`src/rtl/sample_framer_pkg.sv`:
```
// Shared constants and state encoding for the sampler -> framer -> transmitter chain.
package sample_framer_pkg;

    localparam int               DEFAULT_DATA_SIZE = 8;
    localparam int               DEFAULT_FRAME_LEN = 1024;
    localparam int               DEFAULT_TIMEOUT   = 65535;
    localparam logic [7:0]       DEFAULT_HEADER    = 8'hA5;

    typedef enum logic [2:0] {
        IDLE,
        SEND_HDR,
        WAIT_VALID,
        SEND_DATA,
        REQ_NEXT,
        SEND_SUM,
        DONE
    } state_t;

    function automatic logic is_send_state(input state_t s);
        return (s == SEND_HDR) || (s == SEND_DATA) || (s == SEND_SUM);
    endfunction

endpackage

```
`src/rtl/sample_framer_edge_detect.sv`:
```
// Rising-edge detector: o_rise is high in the cycle i_sig is 1 after being 0.
module edge_detect (
    input  logic i_clock,
    input  logic i_reset_n,
    input  logic i_sig,
    output logic o_rise
);

    logic prev_q;
    logic prev_d;

    always_comb begin
        prev_d = i_sig;
    end

    always_ff @(posedge i_clock or negedge i_reset_n) begin
        if (!i_reset_n) begin
            prev_q <= 1'b0;
        end else begin
            prev_q <= prev_d;
        end
    end

    assign o_rise = i_sig & ~prev_q;

endmodule

```
`src/rtl/sample_framer.sv`:
```
// Frames FRAME_LEN sampler bytes as HEADER, samples, 8-bit additive checksum,
// handing each byte to a byte transmitter and pacing the sampler with o_next.
module sample_framer
    import sample_framer_pkg::*;
#(
    parameter int                   DATA_SIZE = DEFAULT_DATA_SIZE,
    parameter int                   FRAME_LEN = DEFAULT_FRAME_LEN,
    parameter logic [DATA_SIZE-1:0] HEADER    = DATA_SIZE'(DEFAULT_HEADER),
    parameter int                   TIMEOUT   = DEFAULT_TIMEOUT
) (
    input  logic                 i_clock,
    input  logic                 i_reset_n,
    input  logic                 i_start,
    input  logic [DATA_SIZE-1:0] i_data,
    input  logic                 i_valid,
    input  logic                 i_idle,
    input  logic                 i_tx_done,
    output logic                 o_next,
    output logic [DATA_SIZE-1:0] o_tx_data,
    output logic                 o_tx_start,
    output logic                 o_busy,
    output logic                 o_frame_done,
    output logic                 o_error
);

    localparam int CW = $clog2(FRAME_LEN) + 1;
    localparam int TW = $clog2(TIMEOUT + 1);

    state_t               state_q, state_d;
    logic [1:0]           phase_q, phase_d;
    logic [CW-1:0]        count_q, count_d;
    logic [DATA_SIZE-1:0] sum_q, sum_d;
    logic [DATA_SIZE-1:0] data_q, data_d;
    logic [TW-1:0]        timer_q, timer_d;
    logic                 abort_pend_q, abort_pend_d;
    logic                 error_q, error_d;

    logic valid_rise;
    logic idle_rise;
    logic send_state;
    logic tx_accept;
    logic abort_now;

    edge_detect u_valid_edge (
        .i_clock   (i_clock),
        .i_reset_n (i_reset_n),
        .i_sig     (i_valid),
        .o_rise    (valid_rise)
    );

    edge_detect u_idle_edge (
        .i_clock   (i_clock),
        .i_reset_n (i_reset_n),
        .i_sig     (i_idle),
        .o_rise    (idle_rise)
    );

    // Phase 0 is the entry cycle, phase 1 launches the byte; i_tx_done counts only from phase 2.
    assign send_state = is_send_state(state_q);
    assign tx_accept  = send_state && (phase_q == 2'd2) && i_tx_done;
    assign abort_now  = abort_pend_q | idle_rise;

    always_comb begin
        state_d      = state_q;
        phase_d      = (phase_q == 2'd2) ? 2'd2 : phase_q + 2'd1;
        count_d      = count_q;
        sum_d        = sum_q;
        data_d       = data_q;
        timer_d      = timer_q;
        abort_pend_d = abort_pend_q;
        error_d      = 1'b0;

        if (send_state && idle_rise) begin
            abort_pend_d = 1'b1;
        end

        case (state_q)
            IDLE: begin
                abort_pend_d = 1'b0;
                if (i_start) begin
                    state_d = SEND_HDR;
                    count_d = '0;
                    sum_d   = '0;
                    timer_d = '0;
                end
            end
            SEND_HDR: begin
                if (tx_accept) begin
                    if (abort_now) begin
                        state_d = IDLE;
                        error_d = 1'b1;
                    end else begin
                        state_d = WAIT_VALID;
                        timer_d = '0;
                    end
                end
            end
            // A fresh sample beats a timeout landing in the same cycle.
            WAIT_VALID: begin
                if (idle_rise) begin
                    state_d = IDLE;
                    error_d = 1'b1;
                end else if (valid_rise) begin
                    data_d  = i_data;
                    sum_d   = sum_q + i_data;
                    count_d = count_q + CW'(1);
                    state_d = SEND_DATA;
                end else if (timer_q == TW'(TIMEOUT - 1)) begin
                    state_d = IDLE;
                    error_d = 1'b1;
                end else begin
                    timer_d = timer_q + TW'(1);
                end
            end
            SEND_DATA: begin
                if (tx_accept) begin
                    if (abort_now) begin
                        state_d = IDLE;
                        error_d = 1'b1;
                    end else if (count_q == CW'(FRAME_LEN)) begin
                        state_d = SEND_SUM;
                    end else begin
                        state_d = REQ_NEXT;
                    end
                end
            end
            REQ_NEXT: begin
                if (idle_rise) begin
                    state_d = IDLE;
                    error_d = 1'b1;
                end else begin
                    state_d = WAIT_VALID;
                    timer_d = '0;
                end
            end
            SEND_SUM: begin
                if (tx_accept) begin
                    if (abort_now) begin
                        state_d = IDLE;
                        error_d = 1'b1;
                    end else begin
                        state_d = DONE;
                    end
                end
            end
            DONE: begin
                state_d = IDLE;
            end
            default: begin
                state_d = IDLE;
            end
        endcase

        if (state_d != state_q) begin
            phase_d = 2'd0;
        end
    end

    always_ff @(posedge i_clock or negedge i_reset_n) begin
        if (!i_reset_n) begin
            state_q      <= IDLE;
            phase_q      <= 2'd0;
            count_q      <= '0;
            sum_q        <= '0;
            data_q       <= '0;
            timer_q      <= '0;
            abort_pend_q <= 1'b0;
            error_q      <= 1'b0;
        end else begin
            state_q      <= state_d;
            phase_q      <= phase_d;
            count_q      <= count_d;
            sum_q        <= sum_d;
            data_q       <= data_d;
            timer_q      <= timer_d;
            abort_pend_q <= abort_pend_d;
            error_q      <= error_d;
        end
    end

    always_comb begin
        o_tx_data = '0;
        case (state_q)
            SEND_HDR:  o_tx_data = HEADER;
            SEND_DATA: o_tx_data = data_q;
            SEND_SUM:  o_tx_data = sum_q;
            default:   o_tx_data = '0;
        endcase
    end

    assign o_tx_start   = send_state && (phase_q == 2'd1);
    assign o_busy       = (state_q != IDLE);
    assign o_next       = (state_q == REQ_NEXT);
    assign o_frame_done = (state_q == DONE);
    assign o_error      = error_q;

endmodule

```
`config.mk`:
```
export PLATFORM = sky130hd
export DESIGN_NAME = sample_framer
export DESIGN_NICKNAME = d
export VERILOG_FILES = /design/src/rtl/sample_framer_pkg.sv /design/src/rtl/sample_framer_edge_detect.sv /design/src/rtl/sample_framer.sv
export SDC_FILE = /design/constraint.sdc
export NUM_CORES = 1
export LEC_CHECK = 0
export ABC_AREA = 1
export BUFFER_PORTS_ARGS = -buffer_cell sky130_fd_sc_hd__buf_2
export CAP_MARGIN = 25
export CORE_MARGIN = 5
export CORE_UTILIZATION = 40
export CTS_CLUSTER_SIZE = 16
export DETAILED_ROUTE_END_ITERATION = 10
export PLACE_DENSITY = 0.58
export SKIP_LAST_GASP = 1
export SYNTH_ARGS = -nofsm -noshare
export SYNTH_HDL_FRONTEND = slang
export SYNTH_HIERARCHICAL = 1
export SYNTH_SLANG_ARGS = --single-unit
```
`constraint.sdc`:
```
create_clock -name i_clock -period 2.86 [get_ports i_clock]
set_input_delay 0.286 -clock i_clock [delete_from_list [all_inputs] [get_ports i_clock]]
set_output_delay 0.286 -clock i_clock [all_outputs]
set_load 0.05 [all_outputs]
```
### After elaboration in Yosys (flattened, before gate mapping)

Index checks and enable logic that the tools add are counted.
Widths: inputs -> output; s select.

* add/sub/neg operators: 4
* equal/unequal tests: 19
* muxes and demuxes: 41
* bitwise operators: 6
* reductions and logical operators: 15

Operators with widths (count)
* $mux 16: 7
* $pmux 16 s4: 1
* $mux 11: 3
* $mux 3: 9
* $mux 8: 3
* $pmux 8 s3: 1
* $pmux 11 s2: 1
* $pmux 3 s6: 1
* $add 16x1->16 const B: 1
* $eq 16x16->1 const B: 1
* $pmux 8 s2: 1
* $ne 2x2->1 const B: 7
* $add 11x1->11 const B: 1
* $eq 11x11->1 const B: 1
* $eq 3x3->1 const B: 3
* $mux 1: 9
* $add 8x8->8: 1
* $mux 2: 4
* $reduce_and 8->1: 1
* $eq 3x2->1 const B: 2
* $logic_and 1x1->1: 4
* $reduce_and 4->1: 1
* $reduce_bool 2->1: 2
* $reduce_bool 4->1: 1
* other kinds (15): 19

* register bits after elaboration: 52
* bits of input ports: 14
* output and inout bits: 13

### Depth between registers and ports, before layout

* word-level depth: 9
* depth in mapped cells: 12

### Hierarchy

The synthesis kept the hierarchy.

By module, submodules not included
* sample_framer: times used 1, cells each 452, area each 3363.2 sq um
* edge_detect: times used 2, cells each 3, area each 35.0 sq um

### Least setup slack after synthesis

No wires, ideal clock.

* kind: reg-to-output
* start point: reg state_q[1]
* end point: out o_tx_data[0]
* data arrival time: 1834 ps
* data required time: 2574 ps
* path slack: 740 ps
* cell stages (with the launch flop): 5
* buffers on the path: 1
* cell sequence: dfrtp_1 > buf_6 > nor2_4 > nand2_1 > o21ai_0

* longest elaborated chain between the ends: 2
* elaborated cells on any way between the ends: 4

RTL lines
* from (decl): RTL line sample_framer.sv:29 `state_t state_q, state_d;`
* from (signal assigned): RTL line sample_framer.sv:170 `state_q <= state_d;`
* $eq 3x3->1 (tied with other cells): RTL line sample_framer.sv:183 `case (state_q)`
* $pmux 8 s3 *: RTL line sample_framer.sv:183
* to (decl): RTL line sample_framer.sv:19 `output logic [DATA_SIZE-1:0] o_tx_data,`

Every way passes the cells marked *; elsewhere a longest branch is shown, timed or not.

### Worst setup path in the final report

* start point: reg state_q[2]
* end point: reg timer_q[13]

* longest elaborated chain between the ends: 7
* elaborated cells on any way between the ends: 20

RTL lines
* $eq 3x1->1 / $eq 3x2->1 (equally long branches): RTL line sample_framer_pkg.sv:20, sample_framer.sv:77
* $logic_or 1x1->1 (2 in series): RTL line sample_framer_pkg.sv:20 `return (s == SEND_HDR) || (s == SEND_DATA) || (s == SEND_SUM);`
* $logic_and 1x1->1 (2 in series): RTL line sample_framer.sv:60 `assign tx_accept = send_state && (phase_q == 2'd2) && i_tx_done;`
* $ne 2x2->1 (no line)
* $reduce_and 8->1 (no line)
* to (signal assigned): RTL line sample_framer.sv:175 `timer_q <= timer_d;`
* to (decl): RTL line sample_framer.sv:34 `logic [TW-1:0] timer_q, timer_d;`

Several ways; a longest one is shown, not always the timed one.
A chain may end at the register's enable or synchronous reset.

==> qor.json <==
{
  "yosys": {
    "synth_async_sr_flop_share": 1.00,
    "synth-seq-area-share": 0.379,
    "mapped_cell_area_um2": 3430,
    "syn-instance-count": 458,
    "postSynthNetCount": 487,
    "yosysTopAreaCellShare": 0.379,
    "ys_types": 40,
    "avg_cell_area_syn_um2": 7.50,
    "yosysWarningCount": 6,
    "synth-edff-count": 0,
    "postSynth.topFlopCell": "sky130_fd_sc_hd__dfrtp_1",
    "synth.most_common_cell": "sky130_fd_sc_hd__nand2_1",
    "synth.top_cells.by_area": "sky130_fd_sc_hd__dfrtp_1 38%, sky130_fd_sc_hd__nand2_1 15%, sky130_fd_sc_hd__ha_1 5.1%, sky130_fd_sc_hd__inv_1 5.0%, sky130_fd_sc_hd__nand3_1 5.0%",
    "synth_register_bits": 52,
    "post-synth-top-area-cell": "sky130_fd_sc_hd__dfrtp_1",
    "synth_commonest_cells": "141 x sky130_fd_sc_hd__nand2_1, 52 x sky130_fd_sc_hd__dfrtp_1, 46 x sky130_fd_sc_hd__inv_1"
  },
  "timing": {
    "post-route-min-period_ps": 2200,
    "hold_fails_final_rpt": 0,
    "worst_slew_margin_rel": 0.664,
    "totalNegativeSetupSlack_ps": 0,
    "max_freq_mhz": 454,
    "setup_viol": 0,
    "final.setup_skew_ps": 16.2,
    "worstMarginPinSlew_ps": 500,
    "final.period_utilization": 0.770,
    "max_slew_violation_count": 0,
    "grt_setup_unrepaired": "false"
  },
  "routing": {
    "firstDrtPassIters": 6,
    "drtAntennaViolNets": 0,
    "routedWlPerCell_um": 13.2,
    "drt_iter0_drc": 202,
    "wl_mm": 7.77,
    "remaining_drc_errors": 0,
    "detail_route.vias_per_cell": 5.03,
    "route.vias.total": 2964
  },
  "floorplanning": {
    "vertical_extent_of_the_die_um": 103,
    "floorplan.rows": 33,
    "ioPinCount": 27,
    "floorplan.core_area_um2": 8300,
    "die-area_um2": 10500,
    "die_width_um": 103,
    "initial_core_util": 0.414
  },
  "global_route": {
    "gr-usage-all-layers": 0.159,
    "grt_first_pass_wirelength_mm": 13.5,
    "grt_antenna_before_repair": 0,
    "vias_in_the_first_global_route": 2906,
    "grt_max_degree": 37,
    "use_met1": 0.230,
    "met2_usage": 0.247,
    "busiest_layer": "met2",
    "groute.layer.met3.usage": 0.0264,
    "grt_overflow": 0
  },
  "clock_tree": {
    "cts.root.buffer_cell": "sky130_fd_sc_hd__clkbuf_8",
    "cts_num_sinks": 52,
    "clk_pin_slew_worst_paths_ps": 100,
    "tritoncts_clock_tree": "done",
    "cts_buffers": 5,
    "clock_insertion_delay_worst_skew_ps": 310,
    "post_cts_resized": 0,
    "cts-root-to-sink-buffers": 2,
    "cts_max_level": 2
  },
  "worst_setup_path": {
    "start_kind": "register",
    "worst_ep_arrival_time_ps": 2410,
    "setup.worst_path.class": "register to register",
    "rr_startpoint": "state_q[2]",
    "startpoint": "state_q[2]",
    "cp_max_fo": 27,
    "worst_ep_required_time_ps": 3070,
    "crit_path_end_kind": "register"
  },
  "job": {
    "max_cap_viol_count": 0
  },
  "layout": {
    "design.final.nets": 513,
    "final_core_util": 0.449,
    "n_antenna_cell": 0,
    "layout-area-overhead-vs-synth_pct": 8.42,
    "post_route_cells_drive_above_1_share": 0.157
  },
  "placement": {
    "port_buffer_cells": 26,
    "place.gp.congestion": 0.903,
    "detailed_place_hpwl_mm": 5.80
  },
  "worst_hold_path": {
    "timing.hold.worst.class": "input pin to register",
    "hp-start": "i_idle"
  },
  "pwr": {
    "power_leakage_nw": 1.81,
    "peakVddDrop_mv": 0.244,
    "p_per_area_nw_per_um2": 639
  },
  "run_status": {
    "status": "completed"
  }
}
-- sequential cells by signal, indices dropped and copies added, names as in the netlist --
signal and count:
timer_q 16, count_q 11, data_q 8, sum_q 8, state_q 3, phase_q 2
abort_pend_q 1, o_error 1, u_idle_edge/prev_q 1, u_valid_edge/prev_q 1
-- final cells by class --
cell class              count  area [um^2]
fillers                   833         4580
inverters                  51          199
multi-input cells         346         1860
clock inverters             2         12.5
well taps                 105          131
clock buffers               5         68.8
repair buffers             28          148
flip-flops and latches     52         1300
-- worst paths after layout --
kind / end / slack, ps / cells past startpoint
max: timer_q[13] / 660 / 10
min in group asynchronous: timer_q[1] / 410 / 2
max in group asynchronous: sum_q[0] / 1630 / 3
max reg2reg: timer_q[13] / 660 / 10
min: u_idle_edge/prev_q / 90 / 1
min reg2reg: data_q[0] / 480 / 2
-- placed cells by master (no fill, tap or decap), types with 7 or more instances in the layout --
| cell type | count |
|---|---|
| sky130_fd_sc_hd__nand2_1 | 141 |
| sky130_fd_sc_hd__dfrtp_1 | 52 |
| sky130_fd_sc_hd__inv_1 | 46 |
| sky130_fd_sc_hd__nor2_1 | 42 |
| sky130_fd_sc_hd__nand3_1 | 34 |
| sky130_fd_sc_hd__buf_2 | 26 |
| sky130_fd_sc_hd__o21ai_0 | 25 |
| sky130_fd_sc_hd__ha_1 | 14 |
| sky130_fd_sc_hd__nand4_1 | 12 |
| sky130_fd_sc_hd__xor2_1 | 11 |
| sky130_fd_sc_hd__o21ai_2 | 10 |
| sky130_fd_sc_hd__nor3_1 | 8 |
| sky130_fd_sc_hd__a21oi_1 | 7 |
-- routing by layer --
metal	share of wire	up-vias	wire length, um
li1	-	1526	-
met1	0.52	1377	4020
met2	0.43	53	3340
met3	0.040	8	311
met4	0.012	0	97
met5	0	-	0
-- critical path, stage by stage (launching register included) --
cell,delay (ps)
sky130_fd_sc_hd__dfrtp_1,560
sky130_fd_sc_hd__inv_1,210
sky130_fd_sc_hd__nand3_4,210
sky130_fd_sc_hd__inv_4,240
sky130_fd_sc_hd__o21ai_4,70
sky130_fd_sc_hd__nand3_2,80
sky130_fd_sc_hd__nor2_4,40
sky130_fd_sc_hd__nand2_4,270
sky130_fd_sc_hd__clkinv_1,240
sky130_fd_sc_hd__nand2_1,110
sky130_fd_sc_hd__nand2_1,50
-- per-stage QoR --
step / instance area (um^2) / hold slack (ps) / instances / total power, mW / setup WS [ps]
3_5_place_dp: 3630 / 235 / 581 / 1.98 / 646
6_report: 3720 / 93.9 / 589 / 2.38 / 658
5_1_grt: 3720 / 82.9 / 589 / 2.56 / 445
3_3_place_gp: 3630 / 229 / 581 / 1.97 / 714
2_1_floorplan: 3430 / -9.59 / 458 / 1.78 / 740
4_1_cts: 3720 / 83.5 / 589 / 2.41 / 628
-- kinds of logic (layout without fill, tap and decap cells) --
| family | after synthesis | in the layout | synth area share |
|---|---|---|---|
| adder cells (fa/ha/maj) | 15 | 15 | 0.0569 |
| AO/OA/AOI/OAI | 55 | 55 | 0.103 |
| XOR/XNOR | 12 | 12 | 0.0306 |
| flip-flops | 52 | 52 | 0.379 |
| AND/OR/NAND/NOR | 264 | 264 | 0.352 |
| buffers and inverters | 60 | 86 | 0.0787 |
-- power breakdown --
group          internal [mW]  switching, mW  total, mW
clock                  0.167          0.249      0.416
sequential             0.841         0.0941      0.935
combinational          0.260          0.768       1.03
-- repair_timing --
item | in CTS | in global routing
endpoints found under the hold margin | 16 | 0
hold buffers | 1 | 0
setup buffers | 0 | 0
No activity file was read; power rests on OpenSTA's default activity.
